## config.mk

```make
export PLATFORM = sky130hd
export DESIGN_NAME = pipe_ctrl
export DESIGN_NICKNAME = d
export VERILOG_FILES = /design/src/rtl/proc_pkg.sv /design/src/rtl/pipe_hazard_cmp.sv /design/src/rtl/pipe_ctrl.sv
export SDC_FILE = /design/constraint.sdc
export NUM_CORES = 1
export LEC_CHECK = 0
export ABC_AREA = 1
export BUFFER_PORTS_ARGS = -buffer_cell sky130_fd_sc_hd__buf_2
export CORE_UTILIZATION = 48
export DETAILED_ROUTE_END_ITERATION = 16
export PLACE_DENSITY = 0.84
export SKIP_LAST_GASP = 1
export SLEW_MARGIN = 40
export SYNTH_ARGS = -nofsm -noshare
export SYNTH_HDL_FRONTEND = slang
export SYNTH_SLANG_ARGS = --single-unit
```

## constraint.sdc

```tcl
create_clock -name clk_i -period 1.5 [get_ports clk_i]
set_input_delay 0.075 -clock clk_i [delete_from_list [all_inputs] [get_ports clk_i]]
set_output_delay 0.075 -clock clk_i [all_outputs]
set_load 0.05 [all_outputs]
```

## src/rtl/proc_pkg.sv

```systemverilog
// Shared types for the integer pipeline controller: forwarding selects, controller
// states and the per-stage bookkeeping record.
package proc_pkg;
    localparam int unsigned RD_W_MAX = 8;

    typedef enum logic [1:0] {
        FWD_RF = 2'b00,
        FWD_M  = 2'b01,
        FWD_W  = 2'b10
    } fwd_sel_e;

    typedef enum logic {
        PCTL_RUN     = 1'b0,
        PCTL_MC_WAIT = 1'b1
    } pctl_state_e;

    typedef struct packed {
        logic                valid;
        logic [RD_W_MAX-1:0] rd;
        logic                we;
        logic                load;
        logic                mc;
    } stage_info_t;

    localparam stage_info_t STAGE_BUBBLE = '0;

    // Only a valid stage that really writes a non-zero rd can be a RAW producer.
    function automatic logic stage_writes(stage_info_t s);
        return s.valid && s.we && (s.rd != '0);
    endfunction
endpackage

```

## src/rtl/pipe_hazard_cmp.sv

```systemverilog
// Compares one D source register against the X/M/W destinations and reports the
// forwarding source plus load-use and plain RAW hits.
module pipe_hazard_cmp
    import proc_pkg::*;
#(
    parameter int unsigned REG_AW = 5
) (
    input  logic [REG_AW-1:0] rs_i,
    input  logic [REG_AW-1:0] x_rd_i,
    input  logic              x_wr_i,
    input  logic              x_load_i,
    input  logic [REG_AW-1:0] m_rd_i,
    input  logic              m_wr_i,
    input  logic [REG_AW-1:0] w_rd_i,
    input  logic              w_wr_i,
    output fwd_sel_e          sel_o,
    output logic              load_hit_o,
    output logic              raw_hit_o
);
    logic x_hit;
    logic m_hit;
    logic w_hit;

    always_comb begin
        x_hit = x_wr_i && (rs_i == x_rd_i);
        m_hit = m_wr_i && (rs_i == m_rd_i);
        w_hit = w_wr_i && (rs_i == w_rd_i);

        // X is the youngest producer, so it wins over M.
        sel_o = FWD_RF;
        if (x_hit) begin
            sel_o = FWD_M;
        end else if (m_hit) begin
            sel_o = FWD_W;
        end

        load_hit_o = x_hit && x_load_i;
        raw_hit_o  = x_hit || m_hit || w_hit;
    end
endmodule

```

## src/rtl/pipe_ctrl.sv

```systemverilog
// Pipeline controller for the D->X->M->W integer datapath: stage tracking,
// forwarding selects, load-use/RAW stalls, branch flush and mul/div sequencing.
//   state        | meaning
//   PCTL_RUN     | normal issue; hazards and taken branches handled here
//   PCTL_MC_WAIT | mul/div op parked in X until mc_done_i
module pipe_ctrl
    import proc_pkg::*;
#(
    parameter int unsigned REG_AW     = 5,
    parameter bit          FWD_EN     = 1'b1,
    parameter int unsigned MC_TIMEOUT = 64
) (
    input  logic              clk_i,
    input  logic              rst_i,
    input  logic              d_valid_i,
    input  logic [REG_AW-1:0] d_rs1_i,
    input  logic [REG_AW-1:0] d_rs2_i,
    input  logic [REG_AW-1:0] d_rd_i,
    input  logic              d_we_i,
    input  logic              d_is_load_i,
    input  logic              d_is_mc_i,
    input  logic              x_br_taken_i,
    input  logic              mc_done_i,
    output logic              fd_stall_o,
    output logic              fd_flush_o,
    output logic              x_bubble_o,
    output logic [1:0]        fwd_op1_sel_o,
    output logic [1:0]        fwd_op2_sel_o,
    output logic              mc_start_o,
    output logic              mc_err_o,
    output logic              x_valid_o,
    output logic              m_valid_o,
    output logic              w_valid_o,
    output logic              w_we_o,
    output logic [REG_AW-1:0] w_rd_o
);
    localparam int unsigned CNT_W = $clog2(MC_TIMEOUT + 1);

    pctl_state_e      state_q, state_d;
    stage_info_t      x_q, x_d, m_q, m_d, w_q, w_d;
    fwd_sel_e         op1_sel_q, op1_sel_d, op2_sel_q, op2_sel_d;
    logic [CNT_W-1:0] cnt_q, cnt_d;
    logic             err_q, err_d;

    stage_info_t       d_info;
    fwd_sel_e          sel1, sel2;
    logic              load_hit1, load_hit2, raw_hit1, raw_hit2;
    logic              x_wr, m_wr, w_wr;
    logic [REG_AW-1:0] x_rd, m_rd, w_rd;
    logic              x_hold, hazard;
    logic              unused_stage_bits;

    assign x_wr = stage_writes(x_q);
    assign m_wr = stage_writes(m_q);
    assign w_wr = stage_writes(w_q);
    assign x_rd = x_q.rd[REG_AW-1:0];
    assign m_rd = m_q.rd[REG_AW-1:0];
    assign w_rd = w_q.rd[REG_AW-1:0];
    assign unused_stage_bits = ^{x_q.rd, m_q.rd, w_q.rd, m_q.load, m_q.mc, w_q.load, w_q.mc};

    pipe_hazard_cmp #(.REG_AW(REG_AW)) u_cmp_rs1 (
        .rs_i(d_rs1_i), .x_rd_i(x_rd), .x_wr_i(x_wr), .x_load_i(x_q.load),
        .m_rd_i(m_rd), .m_wr_i(m_wr), .w_rd_i(w_rd), .w_wr_i(w_wr),
        .sel_o(sel1), .load_hit_o(load_hit1), .raw_hit_o(raw_hit1)
    );

    pipe_hazard_cmp #(.REG_AW(REG_AW)) u_cmp_rs2 (
        .rs_i(d_rs2_i), .x_rd_i(x_rd), .x_wr_i(x_wr), .x_load_i(x_q.load),
        .m_rd_i(m_rd), .m_wr_i(m_wr), .w_rd_i(w_rd), .w_wr_i(w_wr),
        .sel_o(sel2), .load_hit_o(load_hit2), .raw_hit_o(raw_hit2)
    );

    always_comb begin
        d_info       = STAGE_BUBBLE;
        d_info.valid = d_valid_i;
        d_info.rd    = RD_W_MAX'(d_rd_i);
        d_info.we    = d_we_i;
        d_info.load  = d_is_load_i;
        d_info.mc    = d_is_mc_i;
    end

    always_comb begin
        state_d    = state_q;
        x_d        = x_q;
        m_d        = x_q;
        w_d        = m_q;
        op1_sel_d  = op1_sel_q;
        op2_sel_d  = op2_sel_q;
        cnt_d      = '0;
        err_d      = err_q;
        fd_stall_o = 1'b0;
        fd_flush_o = 1'b0;
        x_bubble_o = 1'b0;
        mc_start_o = 1'b0;
        x_hold     = 1'b0;

        hazard = d_valid_i && (load_hit1 || load_hit2 ||
                               (!FWD_EN && (raw_hit1 || raw_hit2)));

        case (state_q)
            PCTL_RUN: begin
                if (x_q.valid && x_q.mc) begin
                    mc_start_o = 1'b1;
                    x_hold     = 1'b1;
                    state_d    = PCTL_MC_WAIT;
                end else if (x_br_taken_i && x_q.valid) begin
                    fd_flush_o = 1'b1;
                    x_bubble_o = 1'b1;
                end else if (hazard) begin
                    fd_stall_o = 1'b1;
                    x_bubble_o = 1'b1;
                end
            end
            PCTL_MC_WAIT: begin
                if (mc_done_i) begin
                    state_d = PCTL_RUN;
                    if (hazard) begin
                        fd_stall_o = 1'b1;
                        x_bubble_o = 1'b1;
                    end
                end else begin
                    x_hold = 1'b1;
                    cnt_d  = (cnt_q == CNT_W'(MC_TIMEOUT)) ? cnt_q : cnt_q + 1'b1;
                    // Set one wait cycle early so the flag is visible in wait cycle MC_TIMEOUT.
                    if (cnt_q >= CNT_W'(MC_TIMEOUT - 2)) begin
                        err_d = 1'b1;
                    end
                end
            end
        endcase

        if (x_hold) begin
            fd_stall_o = 1'b1;
            m_d        = STAGE_BUBBLE;
        end else if (x_bubble_o || !d_valid_i) begin
            x_d = STAGE_BUBBLE;
        end else begin
            x_d = d_info;
        end

        if (!fd_stall_o) begin
            op1_sel_d = (d_valid_i && FWD_EN) ? sel1 : FWD_RF;
            op2_sel_d = (d_valid_i && FWD_EN) ? sel2 : FWD_RF;
        end
    end

    always_ff @(posedge clk_i or posedge rst_i) begin
        if (rst_i) begin
            state_q   <= PCTL_RUN;
            x_q       <= STAGE_BUBBLE;
            m_q       <= STAGE_BUBBLE;
            w_q       <= STAGE_BUBBLE;
            op1_sel_q <= FWD_RF;
            op2_sel_q <= FWD_RF;
            cnt_q     <= '0;
            err_q     <= 1'b0;
        end else begin
            state_q   <= state_d;
            x_q       <= x_d;
            m_q       <= m_d;
            w_q       <= w_d;
            op1_sel_q <= op1_sel_d;
            op2_sel_q <= op2_sel_d;
            cnt_q     <= cnt_d;
            err_q     <= err_d;
        end
    end

    assign fwd_op1_sel_o = op1_sel_q;
    assign fwd_op2_sel_o = op2_sel_q;
    assign mc_err_o      = err_q;
    assign x_valid_o     = x_q.valid;
    assign m_valid_o     = m_q.valid;
    assign w_valid_o     = w_q.valid;
    assign w_we_o        = w_q.valid && w_q.we;
    assign w_rd_o        = w_rd;
endmodule

```

## Yosys cells after proc, flatten, opt, wreduce, memory -nomap -nowiden

Index checks and enable logic that the tools add are counted.

| storage, ports and cells | value |
|---|---|
| bits in registers | 42 |
| input bits | 23 |
| output and inout bits | 18 |

| operators by class | value |
|---|---|
| $add $sub $neg | 1 |
| magnitude comparators | 1 |
| eq/ne operators | 6 |
| mux-type cells | 27 |
| bitwise operators | 2 |
| reduce and logical (&&, ||, !) cells | 20 |

Operators by type and width:

| cell | number |
|---|---|
| 12-bit 2-to-1 mux | 2 |
| 7-bit 2-to-1 mux | 3 |
| 5-bit == test | 4 |
| 8-bit nonzero test | 2 |
| 1-bit logical AND | 14 |
| 1-bit 2-to-1 mux | 13 |
| 2-bit 2-to-1 mux | 6 |
| 7-bit by 1-bit adder with 7-bit output, second input constant | 1 |
| 7-bit == test, second input constant | 1 |
| 7-bit by 6-bit >= comparator with 1-bit output, second input constant | 1 |
| 1-bit one-hot mux with 2 select lines | 3 |
| 3-bit inequality test, second input constant | 1 |
| 3-bit AND reduction | 1 |
| 1-bit logical OR | 2 |
| 1-bit inverter | 2 |
| 1-bit logical NOT | 1 |

## Logic depth before layout (Yosys ltp)

| logic depth | value |
|---|---|
| depth after elaboration | 12 |
| gate-level depth with buffers | 12 |
| gate-level depth less buffers | 12 |

## Modules after synthesis

From an unflattened synthesis, not the netlist that was laid out.

| unflattened totals | value |
|---|---|
| cells, all modules | 353 |
| area, all modules | 2,321.0 µm² |

By module, submodules not included:

| module | times used | cells each | area an instance (µm²) | seq. area each (µm²) |
|---|---|---|---|---|
| pipe_ctrl | 1 | 193 | 1,660.3 | 900.9 |
| pipe_hazard_cmp | 2 | 80 | 330.3 | 0.0 |

## Least setup slack after synthesis

Ideal clock, no wire load.

| path | value |
|---|---|
| kind | reg2reg |
| start | register x_q, in the netlist x_valid_o |
| end | register op1_sel_q[0], in the netlist fwd_op1_sel_o[0] |
| setup time | 0.066 ns |
| arrival time | 2.155 ns |
| data required time | 1.434 ns |
| slack | -0.721 ns |
| cell stages (with the launch flop) | 7 |
| clock period less this slack | 2.221 ns |
| path through | dfrtp_1 > nand2_1 > nor2_1 > nor2_4 > nand3_2 > nand2_1 > nand2_1 |

| between the ends | value |
|---|---|
| longest elaborated chain between the ends | 11 |
| elaborated cells on any way between the ends | 20 |
| classes of those cells | mux (10); reduce/logical (10) |

RTL lines:

| what | RTL line | RTL |
|---|---|---|
| start: declaration | pipe_ctrl.sv:40 | `stage_info_t x_q, x_d, m_q, m_d, w_q, w_d;` |
| start signal: assignment | pipe_ctrl.sv:150 | `x_q <= STAGE_BUBBLE;` |
| start signal: assignment | pipe_ctrl.sv:159 | `x_q <= x_d;` |
| 1-bit logical AND (2 in series) | proc_pkg.sv:29 | `return s.valid && s.we && (s.rd != '0);` |
| 1-bit logical AND | pipe_hazard_cmp.sv:25 | `x_hit = x_wr_i && (rs_i == x_rd_i);` |
| 1-bit logical AND | pipe_hazard_cmp.sv:37 | `load_hit_o = x_hit && x_load_i;` |
| 1-bit logical OR | pipe_ctrl.sv:97 | `hazard = d_valid_i && (load_hit1 \|\| load_hit2 \|\|` |
| 1-bit logical AND | pipe_ctrl.sv:97 |  |
| 1-bit 2-to-1 mux | pipe_ctrl.sv:109, pipe_ctrl.sv:117 |  |
| 1-bit 2-to-1 mux | pipe_ctrl.sv:106 | `end else if (x_br_taken_i && x_q.valid) begin` |
| 1-bit 2-to-1 mux | pipe_ctrl.sv:102 | `if (x_q.valid && x_q.mc) begin` |
| 1-bit one-hot mux with 2 select lines | pipe_ctrl.sv:100 | `case (state_q)` |
| 1-bit 2-to-1 mux (*) | pipe_ctrl.sv:132 | `if (x_hold) begin` |
| net fd_stall_o | pipe_ctrl.sv:24 | `output logic fd_stall_o,` |
| end signal: assignment | pipe_ctrl.sv:162 | `op1_sel_q <= op1_sel_d;` |
| end: declaration | pipe_ctrl.sv:41 | `fwd_sel_e op1_sel_q, op1_sel_d, op2_sel_q, op2_sel_d;` |

The timed path passes the listed nets; every way through them passes the cells marked *.
A chain may end at the register's enable or synchronous reset.

## Final worst setup path

| path | value |
|---|---|
| start | register x_q[4] in the netlist's numbering |
| end | output fd_stall_o |

| between the ends | value |
|---|---|
| longest elaborated chain between the ends | 11 |
| elaborated cells on any way between the ends | 16 |
| classes of those cells | eq/ne (2); mux (6); reduce/logical (8) |

RTL lines:

| what | RTL line |
|---|---|
| 8-bit nonzero test | proc_pkg.sv:29 |
| 1-bit logical AND | proc_pkg.sv:29 |
| 1-bit logical AND | pipe_hazard_cmp.sv:25 |
| 1-bit logical AND | pipe_hazard_cmp.sv:37 |
| 1-bit logical OR (*) | pipe_ctrl.sv:97 |
| 1-bit logical AND (*) | pipe_ctrl.sv:97 |
| 1-bit 2-to-1 mux (*) | pipe_ctrl.sv:109, pipe_ctrl.sv:117 |
| 1-bit 2-to-1 mux | pipe_ctrl.sv:106 |
| 1-bit 2-to-1 mux | pipe_ctrl.sv:102 |
| 1-bit one-hot mux with 2 select lines (*) | pipe_ctrl.sv:100 |
| 1-bit 2-to-1 mux (*) | pipe_ctrl.sv:132 |
| end: declaration | pipe_ctrl.sv:24 |

Mark *: on every way between the ends. The rest lies on a longest branch, timed or not.

==> impl_metrics.yaml <==
placement:
  port_buffers: 40
  gp_congestion: 0.887
  pre_cts_slack_ns: -0.236
  dpl.hpwl_mm: 2.90
setup_path:
  critical_path_arrival_ns: 1.86
  critPathLaunchType: "flip-flop"
  worst-setup-path-type: "flip-flop to output pin"
  critical_path.max_fanout: 5
  end_kind: "output pin"
  crit_required_ns: 1.42
drt:
  drtPass1Iterations: 4
  drc: 0
  ant_nets: 0
  wl_per_cell_microns: 12.6
  detail_route.vias_per_cell: 4.88
  wl_mm: 4.32
  num_vias: 1673
  drt_iter0_markers: 68
run_status:
  violations: "negative setup slack"
  outcome: "complete, but fails checks"
synthesis:
  synth_seq_cells: 36
  synth.distinct_cells: 28
  synth.avg_cell_area_sq_um: 8.37
  synth_top_area_frac: 0.481
  netlist_area_sq_um: 1870
  synthTopCellsByArea: "dfrtp_1, nand2_1, inv_1, nor2_1, xor2_1"
  yosys.area.top_type: "dfrtp_1"
  ys_warn_count: 0
  syn-num-nets: 250
  syn_inst: 224
  yosysSeqAreaShare: 0.481
sta:
  timing_max_transition_violations_final: 0
  hold_viol_final: 0
  slew_headroom: 0.696
  period_needed_ns: 1.93
  setup_violations: 15
  worst-slew-pin-transition_ns: 0.456
  fin_crit_sh: 1.29
  setup_tns_ns: -5.46
  finClkSkew_ns: 0.00609
  fmax_mhz: 517
  fin_ws_ns: -0.433
  rsz0062_at_grt: "true"
clock_network:
  clkTransAtPathRegs_ns: 0.07
  cts_buffer_depth: 2
  worstSkewPairLatency_ns: 0.29
  tritoncts: "built"
  htreeDepth: 2
  clock-sinks: 36
  cts-root-buf: "clkbuf_8"
  numCtsBuffers: 5
die:
  num_io_pins: 41
  start_util: 0.504
  core_sq_um: 3720
  fp-row-count: 22
  die_w_microns: 64.5
  die-area_sq_um: 4160
  die_h_microns: 64.5
hold_path:
  min_path_type: "input port to flip-flop"
power_and_ir_drop:
  power.density_nw_per_um2: 1290
  power_leakage_nw: 1.33
  vdd_drop_max_mv: 0.839
global_route:
  grt_pass1_vias: 1676
  grt_first_pass_wirelength_mm: 7.12
  antenna_found_initial: 0
  grt_overflow: 0
  grt_util_all_layers: 0.232
  grt_max_degree: 37
finish:
  num_antenna_cells: 0
  final_cell_mix: "nand2_1, buf_2, dfrtp_1"
  drive_above_1_share: 0.353
  final_nets: 321
  mostFrequentLayoutCell: "nand2_1"
  area_growth_pct: 34.9
run:
  cap_violations: 0
==> worst max-delay path, stage by stage (launching register included) <==
cell and delay [ns]:
dfrtp_2 0.46, xnor2_2 0.14, nand2_1 0.08, nor2_2 0.15, nand4_1 0.16, nand2_2 0.19
nand4_4 0.11, nand3_4 0.12, buf_8 0.15
==> path summary, 6_finish.rpt <==
path / endpoint / cells past startpoint / start / slack [ns]
setup / recovery: fd_stall_o / 8 / x_q[4]$_DFFE_PP0N_ / -0.43
hold / removal: x_q[6]$_DFFE_PP0N_ / 3 / d_rd_i[3] / 0.002
setup reg to reg: x_q[6]$_DFFE_PP0N_ / 13 / x_q[4]$_DFFE_PP0N_ / -0.39
hold reg to reg: w_q[2]$_DFF_PP0_ / 0 / m_q[2]$_DFF_PP0_ / 0.38
max in group asynchronous: x_valid_o$_DFFE_PP0N_ / 4 / rst_i / 0.73
min in group asynchronous: m_q[4]$_DFF_PP0_ / 4 / rst_i / 0.42
==> report_power, final <==
group | total [W] | switching, W | leakage (nW) | internal (W)
Clock | 0.000661 | 0.000345 | 0.0410 | 0.000316
Combinational | 0.00131 | 0.000834 | 0.821 | 0.000472
Sequential | 0.00130 | 0.000152 | 0.473 | 0.00114
==> metal layers <==
| metal | vias to the layer above | routed length (microns) | GRT usage |
|---|---|---|---|
| met5 | - | 0 | 0 |
| met1 | 767 | 1810 | 0.269 |
| met3 | 8 | 239 | 0.0651 |
| met2 | 57 | 2160 | 0.392 |
| met4 | 0 | 104 | 0.111 |
| li1 | 841 | - | - |
==> state kept, by name, summed over array words and instances, names as in the netlist <==
name and flops:
cnt_q 7, w_valid_o 1, m_q 6, x_valid_o 1
x_q 8, mc_err_o 1, state_q 1, w_rd_o 5
fwd_op2_sel_o 2, fwd_op1_sel_o 2, w_q 1, m_valid_o 1
==> cell usage after synthesis (all sizes together) <==
library cell / count
a21oi: 6
a311oi: 1
a31oi: 1
buf: 6
dfrtp: 36
ha: 3
inv: 34
nand2: 59
nand3: 14
nand3b: 2
nand4: 10
nor2: 22
nor3: 5
nor4: 1
o21ai: 5
o22ai: 1
or2: 5
xnor2: 5
xor2: 8
==> cell type report <==
| cell class | instances | area, sq um |
|---|---|---|
| fillers | 300 | 1190 |
| flip-flops and latches | 36 | 906 |
| multi-input cells | 148 | 881 |
| repair buffers | 70 | 477 |
| inverters | 34 | 128 |
| clock buffers | 6 | 72.6 |
| well taps | 48 | 60.1 |
| clock inverters | 1 | 5.00 |
==> logic make-up after synthesis <==
group / synth area share
compound gates: 0.0407
flops: 0.481
xor+xnor: 0.0607
fa+ha+maj: 0.0200
simple gates: 0.307
buf+inv: 0.0908
==> metrics by stage <==
stage	instance area [sq um]	cells	utilization	hold slack, ns	total power (W)
final	2530	343	0.680	0.00154	0.00326
after global routing	2530	343	0.680	0.00719	0.00346
after CTS	2460	341	0.662	0.000712	0.00321
after detailed placement	2240	321	0.603	0.205	0.00248
after global placement	2240	321	0.603	0.200	0.00244
after floorplan	1910	224	-	0.185	0.00216
==> repair_timing <==
item,CTS,global route
gates resized for setup,7,14
setup buffers,5,2
pin swaps,5,19
cloned,0,0
hold buffers,8,0
setup endpoints to repair,15,16
endpoints found under the hold margin,43,0
Note: power is estimated with default switching activity, not from simulation.
